`src/rtl/arbiter_pkg.sv`:
```
// Shared types and helpers for round-robin memory arbiters.
// Holds the FSM state type and the rotating-priority pick function.
package arbiter_pkg;

  typedef enum logic [1:0] {
    ARB_IDLE,
    ARB_BUSY,
    ARB_RESP
  } arb_state_t;

  localparam int ARB_MAX_PORTS = 32;

  // First set bit of req scanning ptr+1, ptr+2, ... (mod n).
  // Returns -1 when nothing is requesting.
  function automatic int rr_next(
    input logic [ARB_MAX_PORTS-1:0] req,
    input int                       n,
    input int                       ptr
  );
    int idx;
    rr_next = -1;
    // Walk from the farthest slot back so the nearest one wins.
    for (int k = n; k >= 1; k--) begin
      idx = (ptr + k) % n;
      if (req[idx])
        rr_next = idx;
    end
  endfunction

endpackage

```
`src/rtl/arbiter_rr_n_if.sv`:
```
// Bundle between N requesters, the arbiter and one dynamic memory.
// slave: arbiter view; master: requesters plus memory (bench side).
interface arbiter_rr_n_if #(
  parameter int WIDTH     = 32,
  parameter int IDX_SIZE  = 4,
  parameter int NUM_PORTS = 4,
  parameter int PORT_BITS = 2
) ();

  logic [NUM_PORTS*IDX_SIZE-1:0] addr;
  logic [NUM_PORTS*WIDTH-1:0]    in;
  logic [NUM_PORTS-1:0]          read_en;
  logic [NUM_PORTS-1:0]          write_en;
  logic [NUM_PORTS*WIDTH-1:0]    out;
  logic [NUM_PORTS-1:0]          read_done;
  logic [NUM_PORTS-1:0]          write_done;
  logic [PORT_BITS-1:0]          grant;
  logic                          busy;

  logic [IDX_SIZE-1:0]           mem_addr;
  logic [WIDTH-1:0]              mem_in;
  logic                          mem_read_en;
  logic                          mem_write_en;
  logic [WIDTH-1:0]              mem_out;
  logic                          mem_read_done;
  logic                          mem_write_done;

  modport slave (
    input  addr, in, read_en, write_en,
    input  mem_out, mem_read_done, mem_write_done,
    output out, read_done, write_done, grant, busy,
    output mem_addr, mem_in, mem_read_en, mem_write_en
  );

  modport master (
    output addr, in, read_en, write_en,
    output mem_out, mem_read_done, mem_write_done,
    input  out, read_done, write_done, grant, busy,
    input  mem_addr, mem_in, mem_read_en, mem_write_en
  );

endinterface

```
`src/rtl/arbiter_rr_n_rr_pick.sv`:
```
// Combinational round-robin picker: req vector + last winner -> next.
// Ports: req, ptr in; valid (any req), idx (winner) out.
module rr_pick
  import arbiter_pkg::*;
#(
  parameter int NUM_PORTS = 4,
  parameter int PORT_BITS = 2
) (
  input  logic [NUM_PORTS-1:0] req,
  input  logic [PORT_BITS-1:0] ptr,
  output logic                 valid,
  output logic [PORT_BITS-1:0] idx
);

  logic [ARB_MAX_PORTS-1:0] req_w;
  int                       p;

  always_comb begin
    req_w                = '0;
    req_w[NUM_PORTS-1:0] = req;
    p     = rr_next(req_w, NUM_PORTS, int'(ptr));
    valid = (p >= 0);
    idx   = valid ? PORT_BITS'(p) : '0;
  end

endmodule

```
`src/rtl/arbiter_rr_n.sv`:
```
// Round-robin share of one dynamic memory port among NUM_PORTS users.
// Ports: clk, reset (sync, high), bus (arbiter_rr_n_if.slave).
module arbiter_rr_n
  import arbiter_pkg::*;
#(
  parameter int WIDTH     = 32,
  parameter int SIZE      = 16,
  parameter int IDX_SIZE  = 4,
  parameter int NUM_PORTS = 4,
  parameter int PORT_BITS = 2
) (
  input logic          clk,
  input logic          reset,
  arbiter_rr_n_if.slave bus
);

  if (NUM_PORTS < 2 || NUM_PORTS > ARB_MAX_PORTS) begin : g_bad_n
    $error("arbiter_rr_n: NUM_PORTS out of range");
  end
  if (SIZE > (1 << IDX_SIZE)) begin : g_bad_size
    $error("arbiter_rr_n: SIZE exceeds address space");
  end

  logic [IDX_SIZE-1:0]  addr_a [NUM_PORTS];
  logic [WIDTH-1:0]     in_a   [NUM_PORTS];
  logic [WIDTH-1:0]     out_q  [NUM_PORTS];

  arb_state_t           state_q;
  logic [PORT_BITS-1:0] ptr_q;
  logic [PORT_BITS-1:0] grant_q;
  logic                 kind_wr_q;
  logic                 busy_q;
  logic [NUM_PORTS-1:0] rd_done_q;
  logic [NUM_PORTS-1:0] wr_done_q;
  logic [IDX_SIZE-1:0]  mem_addr_q;
  logic [WIDTH-1:0]     mem_in_q;
  logic                 mem_rd_q;
  logic                 mem_wr_q;

  logic [NUM_PORTS-1:0] req;
  logic                 pick_valid;
  logic [PORT_BITS-1:0] pick;

  for (genvar i = 0; i < NUM_PORTS; i++) begin : g_port
    assign addr_a[i] = bus.addr[i*IDX_SIZE +: IDX_SIZE];
    assign in_a[i]   = bus.in[i*WIDTH +: WIDTH];
    assign bus.out[i*WIDTH +: WIDTH] = out_q[i];
  end

  assign req = bus.read_en | bus.write_en;

  rr_pick #(
    .NUM_PORTS (NUM_PORTS),
    .PORT_BITS (PORT_BITS)
  ) u_pick (
    .req   (req),
    .ptr   (ptr_q),
    .valid (pick_valid),
    .idx   (pick)
  );

  always_ff @(posedge clk) begin
    if (reset) begin
      state_q    <= ARB_IDLE;
      ptr_q      <= PORT_BITS'(NUM_PORTS - 1);
      grant_q    <= '0;
      kind_wr_q  <= 1'b0;
      busy_q     <= 1'b0;
      rd_done_q  <= '0;
      wr_done_q  <= '0;
      mem_addr_q <= '0;
      mem_in_q   <= '0;
      mem_rd_q   <= 1'b0;
      mem_wr_q   <= 1'b0;
      for (int i = 0; i < NUM_PORTS; i++)
        out_q[i] <= '0;
    end else begin
      rd_done_q <= '0;
      wr_done_q <= '0;
      unique case (state_q)
        ARB_IDLE: begin
          if (pick_valid) begin
            // Write wins when a port asks for both; its
            // read stays pending for a later grant.
            grant_q    <= pick;
            ptr_q      <= pick;
            mem_addr_q <= addr_a[pick];
            mem_in_q   <= in_a[pick];
            kind_wr_q  <= bus.write_en[pick];
            mem_wr_q   <= bus.write_en[pick];
            mem_rd_q   <= ~bus.write_en[pick];
            busy_q     <= 1'b1;
            state_q    <= ARB_BUSY;
          end
        end
        ARB_BUSY: begin
          if (kind_wr_q && bus.mem_write_done) begin
            mem_wr_q           <= 1'b0;
            wr_done_q[grant_q] <= 1'b1;
            busy_q             <= 1'b0;
            state_q            <= ARB_RESP;
          end else if (!kind_wr_q && bus.mem_read_done) begin
            mem_rd_q           <= 1'b0;
            out_q[grant_q]     <= bus.mem_out;
            rd_done_q[grant_q] <= 1'b1;
            busy_q             <= 1'b0;
            state_q            <= ARB_RESP;
          end
        end
        ARB_RESP: state_q <= ARB_IDLE;
        default:  state_q <= ARB_IDLE;
      endcase
    end
  end

  assign bus.grant        = grant_q;
  assign bus.busy         = busy_q;
  assign bus.read_done    = rd_done_q;
  assign bus.write_done   = wr_done_q;
  assign bus.mem_addr     = mem_addr_q;
  assign bus.mem_in       = mem_in_q;
  assign bus.mem_read_en  = mem_rd_q;
  assign bus.mem_write_en = mem_wr_q;

endmodule

```
`src/flat_wrapper.sv`:
```
// flat-port wrapper written by rule: the top's interface ports become plain ports
module arbiter_rr_n_flat import arbiter_pkg::*;
#(
  parameter int WIDTH     = 32,
  parameter int SIZE      = 16,
  parameter int IDX_SIZE  = 4,
  parameter int NUM_PORTS = 4,
  parameter int PORT_BITS = 2
)
  (clk, reset, bus_addr, bus_in, bus_read_en, bus_write_en, bus_mem_out, bus_mem_read_done, bus_mem_write_done, bus_out, bus_read_done, bus_write_done, bus_grant, bus_busy, bus_mem_addr, bus_mem_in, bus_mem_read_en, bus_mem_write_en);
  arbiter_rr_n_if #(.WIDTH(WIDTH), .IDX_SIZE(IDX_SIZE), .NUM_PORTS(NUM_PORTS), .PORT_BITS(PORT_BITS)) bus_i ();
  input logic clk;
  input logic reset;
  input wire logic [$bits(bus_i.addr)-1:0] bus_addr;
  input wire logic [$bits(bus_i.in)-1:0] bus_in;
  input wire logic [$bits(bus_i.read_en)-1:0] bus_read_en;
  input wire logic [$bits(bus_i.write_en)-1:0] bus_write_en;
  input wire logic [$bits(bus_i.mem_out)-1:0] bus_mem_out;
  input wire logic [$bits(bus_i.mem_read_done)-1:0] bus_mem_read_done;
  input wire logic [$bits(bus_i.mem_write_done)-1:0] bus_mem_write_done;
  output wire logic [$bits(bus_i.out)-1:0] bus_out;
  output wire logic [$bits(bus_i.read_done)-1:0] bus_read_done;
  output wire logic [$bits(bus_i.write_done)-1:0] bus_write_done;
  output wire logic [$bits(bus_i.grant)-1:0] bus_grant;
  output wire logic [$bits(bus_i.busy)-1:0] bus_busy;
  output wire logic [$bits(bus_i.mem_addr)-1:0] bus_mem_addr;
  output wire logic [$bits(bus_i.mem_in)-1:0] bus_mem_in;
  output wire logic [$bits(bus_i.mem_read_en)-1:0] bus_mem_read_en;
  output wire logic [$bits(bus_i.mem_write_en)-1:0] bus_mem_write_en;
  assign bus_i.addr = bus_addr;
  assign bus_i.in = bus_in;
  assign bus_i.read_en = bus_read_en;
  assign bus_i.write_en = bus_write_en;
  assign bus_i.mem_out = bus_mem_out;
  assign bus_i.mem_read_done = bus_mem_read_done;
  assign bus_i.mem_write_done = bus_mem_write_done;
  assign bus_out = bus_i.out;
  assign bus_read_done = bus_i.read_done;
  assign bus_write_done = bus_i.write_done;
  assign bus_grant = bus_i.grant;
  assign bus_busy = bus_i.busy;
  assign bus_mem_addr = bus_i.mem_addr;
  assign bus_mem_in = bus_i.mem_in;
  assign bus_mem_read_en = bus_i.mem_read_en;
  assign bus_mem_write_en = bus_i.mem_write_en;
  arbiter_rr_n #(.WIDTH(WIDTH), .SIZE(SIZE), .IDX_SIZE(IDX_SIZE), .NUM_PORTS(NUM_PORTS), .PORT_BITS(PORT_BITS)) u_core (.clk(clk), .reset(reset), .bus(bus_i));
endmodule
```
`config.mk`:
```
export PLATFORM = sky130hd
export DESIGN_NAME = arbiter_rr_n_flat
export DESIGN_NICKNAME = d
export VERILOG_FILES = /design/src/rtl/arbiter_pkg.sv /design/src/rtl/arbiter_rr_n_if.sv /design/src/rtl/arbiter_rr_n_rr_pick.sv /design/src/rtl/arbiter_rr_n.sv /design/src/flat_wrapper.sv
export SDC_FILE = /design/constraint.sdc
export NUM_CORES = 1
export LEC_CHECK = 0
export CORE_MARGIN = 4
export CORE_UTILIZATION = 45
export DETAILED_ROUTE_END_ITERATION = 8
export MAX_ROUTING_LAYER = met4
export PLACE_DENSITY = 0.86
export SLEW_MARGIN = 20
export SYNTH_ARGS = -nofsm -noshare
export SYNTH_HDL_FRONTEND = slang
export SYNTH_SLANG_ARGS = --single-unit
```
`constraint.sdc`:
```
create_clock -name clk -period 6.65 [get_ports clk]
set_input_delay 1.33 -clock clk [delete_from_list [all_inputs] [get_ports clk]]
set_output_delay 1.33 -clock clk [all_outputs]
set_load 0.05 [all_outputs]
```
* After elaboration in Yosys (flattened, before gate mapping)
Memories as Yosys holds them, arrays and structs flattened.
Index checks and enable logic that the tools add are counted.
Widths: inputs -> output; s select.
** Word-level totals
- RAM bits :: 128
- Register bits after elaboration :: 54
- Memories :: 1
** Operators by class
- Mux-type cells :: 51
- $lt $le $gt $ge :: 9
- Bitwise gates (word level) :: 10
- Add/sub/neg operators :: 4
- Equality and inequality tests :: 6
- Reduce and logical (&&, ||, !) cells :: 18
** Memory list
- u_core.out_q :: words 4, bits a word 32, read ports 4, clocked after memory_dff 0, wr ports 4, RTL line arbiter_rr_n.sv:26 : logic [WIDTH-1:0] out_q [NUM_PORTS];
** Operators with widths (count)
- $mux 32 :: 7
- $bmux 32 s2 :: 1
- $ge 32x1->1 const B :: 1
- $reduce_or 32->1 :: 1
- $lt 3x7->1 const B :: 4
- $mux 1 :: 25
- $bmux 1 s3 :: 4
- $mux 2 :: 5
- $bmux 4 s2 :: 1
- $mux 4 :: 2
- $reduce_or 2->1 :: 4
- $lt 2x3->1 const B :: 2
- $ne 2x1->1 const B :: 3
- $pmux 1 s2 :: 3
- $reduce_and 3->1 :: 2
- $add 2x1->2 const B :: 2
- $add 2x2->2 const B :: 2
- $and 1x1->1 const A :: 4
- $not 1->1 :: 4
- $or 4x4->4 :: 1
- $pmux 2 s2 :: 1
- $reduce_and 2->1 :: 2
- $reduce_and 4->1 :: 1
- $reduce_or 4->1 :: 1
- 13 further kinds :: 15

* Longest topological paths before layout
Gate-level depths: netlist of the first run.
- Word-level depth :: 17
- Gate-level depth with buffers :: 7
- Mapped depth without buffers :: 5

* Modules after synthesis
From an unflattened synthesis of the first run, not the netlist that was laid out.
** Unflattened totals
- Cells, all modules :: 484
- Area, all modules :: 7475.9 µm²
** Modules (own cells, without submodules)
- arbiter_rr_n :: area an instance 7389.6 µm², cells each 470, times used 1
- rr_pick :: area an instance 86.3 µm², cells each 14, times used 1

* Worst setup path before layout of the first run
Ideal clock, no wire load.
- Path kind :: input to register
- From :: input reset
- To :: memory u_core.out_q[0][0], enable pin
- Stages :: 4
- Setup time :: 466 ps
- Data arrival time :: 4282 ps
- Required time :: 6184 ps
- Path slack :: 1902 ps
- Cells stage by stage :: inv_1 clkbuf_1 nand4_1 o21ai_0
** RTL lines
- start, declared :: RTL line flat_wrapper.sv:13 : input logic reset;
- end, declared :: RTL line arbiter_rr_n.sv:26

==> results.py, run 1 <==
metrics = {
    "run_status": {
        "status": "complete, no violations",
    },
    "clock_network": {
        "cts-buffers-inserted": 17,
        "ctsResizeCount": 0,
        "cts_sinks": 182,
        "clock_latency_ns": 0.43,
        "cts_tree": "done",
        "root_buffer": "clkbuf_16",
        "h-tree-depth": 4,
        "postCtsSetupRepairBufs": 0,
        "clkTransAtPathRegs_ns": 0.07,
        "cts_hold_buffers": 0,
        "clockBufferDepth": 2,
    },
    "grt": {
        "grt_pass1_wl_mm": 36.9,
        "overflow": 0,
        "antenna_found_initial": 1,
        "grtUsageTotal": 0.252,
        "grt_pass1_vias": 6515,
        "grt_start_max_net_pins": 75,
    },
    "drt": {
        "drc": 0,
        "via_per_inst": 5.34,
        "firstDrtPassIters": 4,
        "wl_mm": 25.6,
        "ant_nets": 0,
        "wire_per_inst_um": 20.8,
        "drtIter0Drc": 508,
        "dr_total_vias": 6568,
    },
    "setup_path": {
        "cp.arrival_ns": 4.27,
        "timing.rr.end": "u_core.bus.mem_in[22]",
        "worst_setup_path_start_kind": "primary input",
        "critPathBufInv": 2,
        "critPathKind": "in -> reg",
        "cp_max_fo": 48,
        "r2r_slack_ns": 3.93,
        "crit_family": "buffers and inverters",
        "rr_startpoint": "u_core.ptr_q[0]",
        "cp_slowest_cell": "o21ai_4",
        "r2r_cells": 5,
        "worstPathRequired_ns": 6.69,
        "max_stage_delay_ns": 1.04,
        "crit_chain": "clkdlybuf4s50_1, inv_2, nand4_1, o21ai_4",
        "crit_path_end_kind": "flip-flop",
    },
    "power_and_ir_drop": {
        "ir_worst_vdd_uv": 178,
        "p_leak_uw": 0.00459,
        "powerDensity_mw_per_mm2": 297,
    },
    "logic_synthesis": {
        "synth_fp_nets": 835,
        "synth_area_leaders": "edfxtp_1 49%, dfxtp_1 14%, nor2_1 5.2%",
        "yosysSeqAreaShare": 0.623,
        "ys_types": 47,
        "syn_inst": 647,
        "syn-cell-area_mm2": 0.00791,
        "synth_seq_cells": 182,
        "synth_top_area_frac": 0.486,
        "yosysTopAreaCell": "edfxtp_1",
        "syn_area_per_cell_um2": 12.2,
        "ys_warn_count": 0,
    },
    "sta": {
        "period_share": 0.636,
        "finalHoldViolations": 0,
        "holdWs_ns": 0.513,
        "drv_slew": 0,
        "tns_ns": 0,
        "finalSetupViolations": 0,
        "grt_setup_unrepaired": "no",
        "finalClockSkew_ns": 0.0147,
        "timing.slew.headroom": 0.268,
        "finalCriticalPeriod_ns": 4.23,
        "max_freq_mhz": 236,
        "worstMarginPinSlew_ns": 1.09,
    },
    "flow_run": {
        "drv_cap": 0,
    },
    "floorplan": {
        "chipHeight_um": 141,
        "pin_count": 365,
        "die_x_um": 141,
        "die_area_mm2": 0.0198,
        "start_util": 0.459,
        "core_mm2": 0.0172,
        "rows": 48,
    },
    "hold_path": {
        "holdPathStages": 2,
        "whs_endpoint": "u_core.bus.busy",
        "hp-start": "u_core.bus.busy",
        "min_path_type": "reg -> reg",
    },
    "placement": {
        "place_hpwl_mm": 18.5,
        "dpl-instance-area_mm2": 0.0117,
        "port_buffers": 364,
        "routabilityCongestion": 0.828,
        "placed_cells": 1197,
    },
    "cells_and_area": {
        "final_common_cell": "clkdlybuf4s50_1",
        "final_core_util": 0.714,
        "layout-drive-gt1-share": 0.109,
        "nNetsFinal": 1180,
        "fin_area_mm2": 0.0123,
        "stdcell_count": 1231,
        "areaGrowthSynthToFinish_pct": 55.6,
        "final_cell_mix": "364 x clkdlybuf4s50_1, 128 x edfxtp_1, 108 x nor2_1",
        "num-fill-cells": 1219,
    },
}
[cell families (layout without fill, tap and decap cells)]
logic type	Yosys count	in the layout	share of synthesized area
mux	36	36	0.0456
simple gates	204	204	0.111
compound gates	142	142	0.169
other cells	0	1	0
buf+inv	83	441	0.0514
flops	182	182	0.623
[worst max path at each step]
stage	start	endpoint	slack [ns]	cells after the start
4_1_cts	reset	u_core.out_q[2][18]	2.37	4
2_1_floorplan	reset	u_core.out_q[0][0]	1.90	4
3_3_place_gp	reset	u_core.out_q[1][15]	2.03	4
6_report	reset	u_core.out_q[1][1]	2.42	4
3_5_place_dp	reset	u_core.out_q[2][18]	1.90	4
5_1_grt	reset	u_core.out_q[2][11]	2.18	4
[through the flow]
| step | total power, µW | setup slack [ns] |
|---|---|---|
| 4_1_cts | 3670 | 2.37 |
| 3_5_place_dp | 2700 | 1.90 |
| 2_1_floorplan | 2270 | 1.90 |
| 3_3_place_gp | 2680 | 2.03 |
| 6_report | 3660 | 2.42 |
| 5_1_grt | 3790 | 2.18 |
[flip-flops by register name, indices dropped and copies added, names as in the netlist, 2 cells and up]
signal	count
u_core.bus.grant	2
u_core.bus.mem_addr	4
u_core.bus.mem_in	32
u_core.bus.read_done	4
u_core.bus.write_done	4
u_core.out_q	128
u_core.ptr_q	2
u_core.state_q	2
[worst reg2reg max path, stage by stage, from the launching register on]
cell       delay [ns]
dfxtp_1          0.45
o21bai_2         0.19
a2bb2oi_1        0.46
nand3_4          0.79
o31ai_1          0.62
a211oi_2         0.08
[area by class of cell]
type / instances / area, µm² / share of cell area
sequential: 182 / 4920 / 0.400
antenna: 1 / 2.50 / 0.000203
clock buffer: 19 / 433 / 0.0352
inverter: 36 / 135 / 0.0110
tap: 225 / 282 / 0.0229
clock inverter: 13 / 139 / 0.0113
timing repair buffer: 373 / 3730 / 0.303
multi-input combinational: 382 / 2660 / 0.216
[per-layer routing]
metal / vias up / global-route usage / routed length, µm
met2: 399 / 0.445 / 13600
met4: 0 / 0.0892 / 729
li1: 3039 / - / -
met5: - / - / 0
met1: 3085 / 0.270 / 8940
met3: 45 / 0.0720 / 2330
[cells in the mapped netlist (all sizes together)]
master     n
nand3      3
nor3b      1
dfxtp     54
a2bb2oi    1
nor2     111
o31ai     36
a31oi      3
a21o       1
a21bo      1
clkbuf    19
o221ai     1
o21bai     2
a22o       1
inv       36
nand2b     3
a311oi     1
nor3      38
nand2     41
nor4       1
o211ai     3
o41ai      2
a22oi      1
nand4      2
o21ai      7
edfxtp   128
mux2i     36
a211oi    36
buf       28
or4        1
o311ai     1
a21oi      7
nor2b      1
o211a      1
o41a       1
o21a      36
or2        2
[power by group]
part	total [µW]	leakage (µW)	internal, µW	switching, µW
Clock	984	0.000271	529	455
Combinational	1280	0.00254	450	833
Sequential	1390	0.00177	1330	62.0
Total	3660	0.00459	2310	1350
Power figures use the tool's default switching activity.
==> inputs of run 2 (changes only) <==
Settings changed: CORE_UTILIZATION 45 to 42, PLACE_DENSITY 0.86 to 0.81.
Clock period 6.65 ns to 4.32 ns, I/O delays scaled along.
==> run 2 against run 1 <==
Clock-buffer cell count is 1 lower. Sequential share of layout area is 0.30 points lower. Critical path depth is 3 higher. Final area is 0.75% higher. Critical path type unchanged.
==> results.py, run 2 (synthesis results as in run 1) <==
metrics = {
    "power_and_ir_drop": {
        "seq_power_share": 0.377,
        "pwr-share-clk": 0.271,
        "powerDensity_mw_per_mm2": 457,
        "finalPower_uw": 5660,
        "netSwitchingFraction": 0.370,
        "p_leak_uw": 0.00463,
        "p_int_uw": 3570,
        "ir_worst_vdd_uv": 259,
        "p_switching_uw": 2090,
        "share_comb_of_total_power": 0.352,
    },
    "sta": {
        "finalSetupViolations": 0,
        "grt_setup_unrepaired": "no",
        "max_freq_mhz": 349,
        "finalHoldViolations": 0,
        "timing.slew.headroom": 0.453,
        "worstMarginPinSlew_ns": 0.821,
        "period_share": 0.663,
        "finalClockSkew_ns": 0.0121,
        "tns_ns": 0,
        "finalCriticalPeriod_ns": 2.86,
        "drv_slew": 0,
        "layout_setup_ws_ns": 1.46,
    },
    "floorplan": {
        "rows": 49,
        "start_util": 0.434,
        "die_area_mm2": 0.0211,
        "die_x_um": 145,
        "core_mm2": 0.0182,
        "pin_count": 365,
        "chipHeight_um": 145,
    },
    "clock_network": {
        "clkTransAtPathRegs_ns": 0.07,
        "root_buffer": "clkbuf_16",
        "ctsResizeCount": 0,
        "cts_tree": "done",
        "cts_sinks": 182,
        "h-tree-depth": 4,
        "cts_hold_buffers": 0,
        "clockBufferDepth": 2,
        "clock_latency_ns": 0.42,
        "postCtsSetupRepairBufs": 0,
        "cts-buffers-inserted": 17,
    },
    "placement": {
        "port_buffers": 364,
        "dp_slack_ns": 0.876,
        "place_hpwl_mm": 18.8,
        "placed_cells": 1205,
        "routabilityCongestion": 0.839,
    },
    "setup_path": {
        "cp.arrival_ns": 3.15,
        "cp_max_fo": 49,
        "crit_path_end_kind": "flip-flop",
        "worstPathRequired_ns": 4.60,
        "critPathKind": "in -> reg",
        "worst_setup_path_start_kind": "primary input",
    },
    "cells_and_area": {
        "final_common_cell": "clkdlybuf4s50_1",
        "layout-drive-gt1-share": 0.115,
        "largest_reg_flops": 128,
        "final_cell_mix": "364 x clkdlybuf4s50_1, 128 x edfxtp_1, 108 x nor2_1",
        "areaGrowthSynthToFinish_pct": 56.7,
        "nNetsFinal": 1185,
        "regMostFlops": "u_core.out_q",
        "num-fill-cells": 1313,
        "stdcell_count": 1240,
    },
    "grt": {
        "antenna_found_initial": 1,
        "grt_start_max_net_pins": 50,
        "overflow": 0,
        "grt_pass1_wl_mm": 37.9,
        "grtUsageTotal": 0.238,
        "grt_pass1_vias": 6521,
    },
    "drt": {
        "wire_per_inst_um": 20.4,
        "wl_mm": 25.3,
        "ant_nets": 0,
        "drc": 0,
        "dr_total_vias": 6470,
        "drtIter0Drc": 433,
        "firstDrtPassIters": 5,
        "via_per_inst": 5.22,
    },
    "run_status": {
        "status": "complete, no violations",
    },
    "flow_run": {
        "drv_cap": 0,
    },
    "hold_path": {
        "min_path_type": "reg -> reg",
    },
}
==> run 2: cell count changes in the layout (fill, tap and decap cells not counted) <==
cell,previous run,this run
inv_6,3,4
inv_8,3,2
clkbuf_1,2,1
clkinv_8,0,2
clkinv_4,3,2
buf_16,1,2
buf_12,0,1
buf_4,8,11
==> run 2: power by group through the flow <==
| stage | registers [µW] | logic (µW) | clock network, µW |
|---|---|---|---|
| global route | 2150 | 2100 | 1640 |
| global placement | 2170 | 1990 | 0 |
| finish | 2130 | 2000 | 1530 |
| floorplan | 2740 | 750 | 0 |
| CTS | 2140 | 2010 | 1560 |
| detailed placement | 2170 | 2000 | 0 |
==> run 2: final timing paths <==
kind	endpoint	slack [ns]	start	depth (start not counted)
worst min-delay path	u_core.bus.busy	0.51	u_core.bus.busy	2
worst max-delay path	u_core.bus.mem_in[24]	1.46	bus_read_en[0]	7
worst min register to register	u_core.bus.busy	0.51	u_core.bus.busy	2
worst max register to register	u_core.out_q[2][4]	1.90	u_core.state_q[0]	4
==> run 2: critical path, cell delays in order <==
cell and delay, ns:
clkdlybuf4s50_1 0.47, or4_1 0.56, o211ai_2 0.16, nand3_4 0.35, buf_12 0.33, o31ai_1 0.31, a211oi_2 0.07
==> run 2: area by class of cell <==
cell class	count	area [µm²]	share of cell area
Sequential cell	182	4920	0.397
Timing Repair Buffer	378	3800	0.307
Multi-Input combinational cell	382	2660	0.214
Clock buffer	18	429	0.0346
Tap cell	229	287	0.0231
Clock inverter	14	160	0.0129
Inverter	36	135	0.0109
Antenna cell	1	2.50	0.000202
==> run 2: metrics by stage <==
| stage | utilization | hold slack (ns) | instance area, µm² |
|---|---|---|---|
| after global placement | 0.645 | 0.491 | 11700 |
| final | 0.681 | 0.508 | 12400 |
| after floorplan | - | 0.482 | 7910 |
| after detailed placement | 0.645 | 0.500 | 11700 |
| after global routing | 0.681 | 0.550 | 12400 |
| after CTS | 0.678 | 0.509 | 12300 |
==> run 2: routing by layer <==
metal  up-vias  track usage  wire, µm
met4         0       0.0693       571
met5         -            -         0
li1       3054            -         -
met1      3046        0.252      8970
met2       333        0.425     13400
met3        37       0.0780      2330
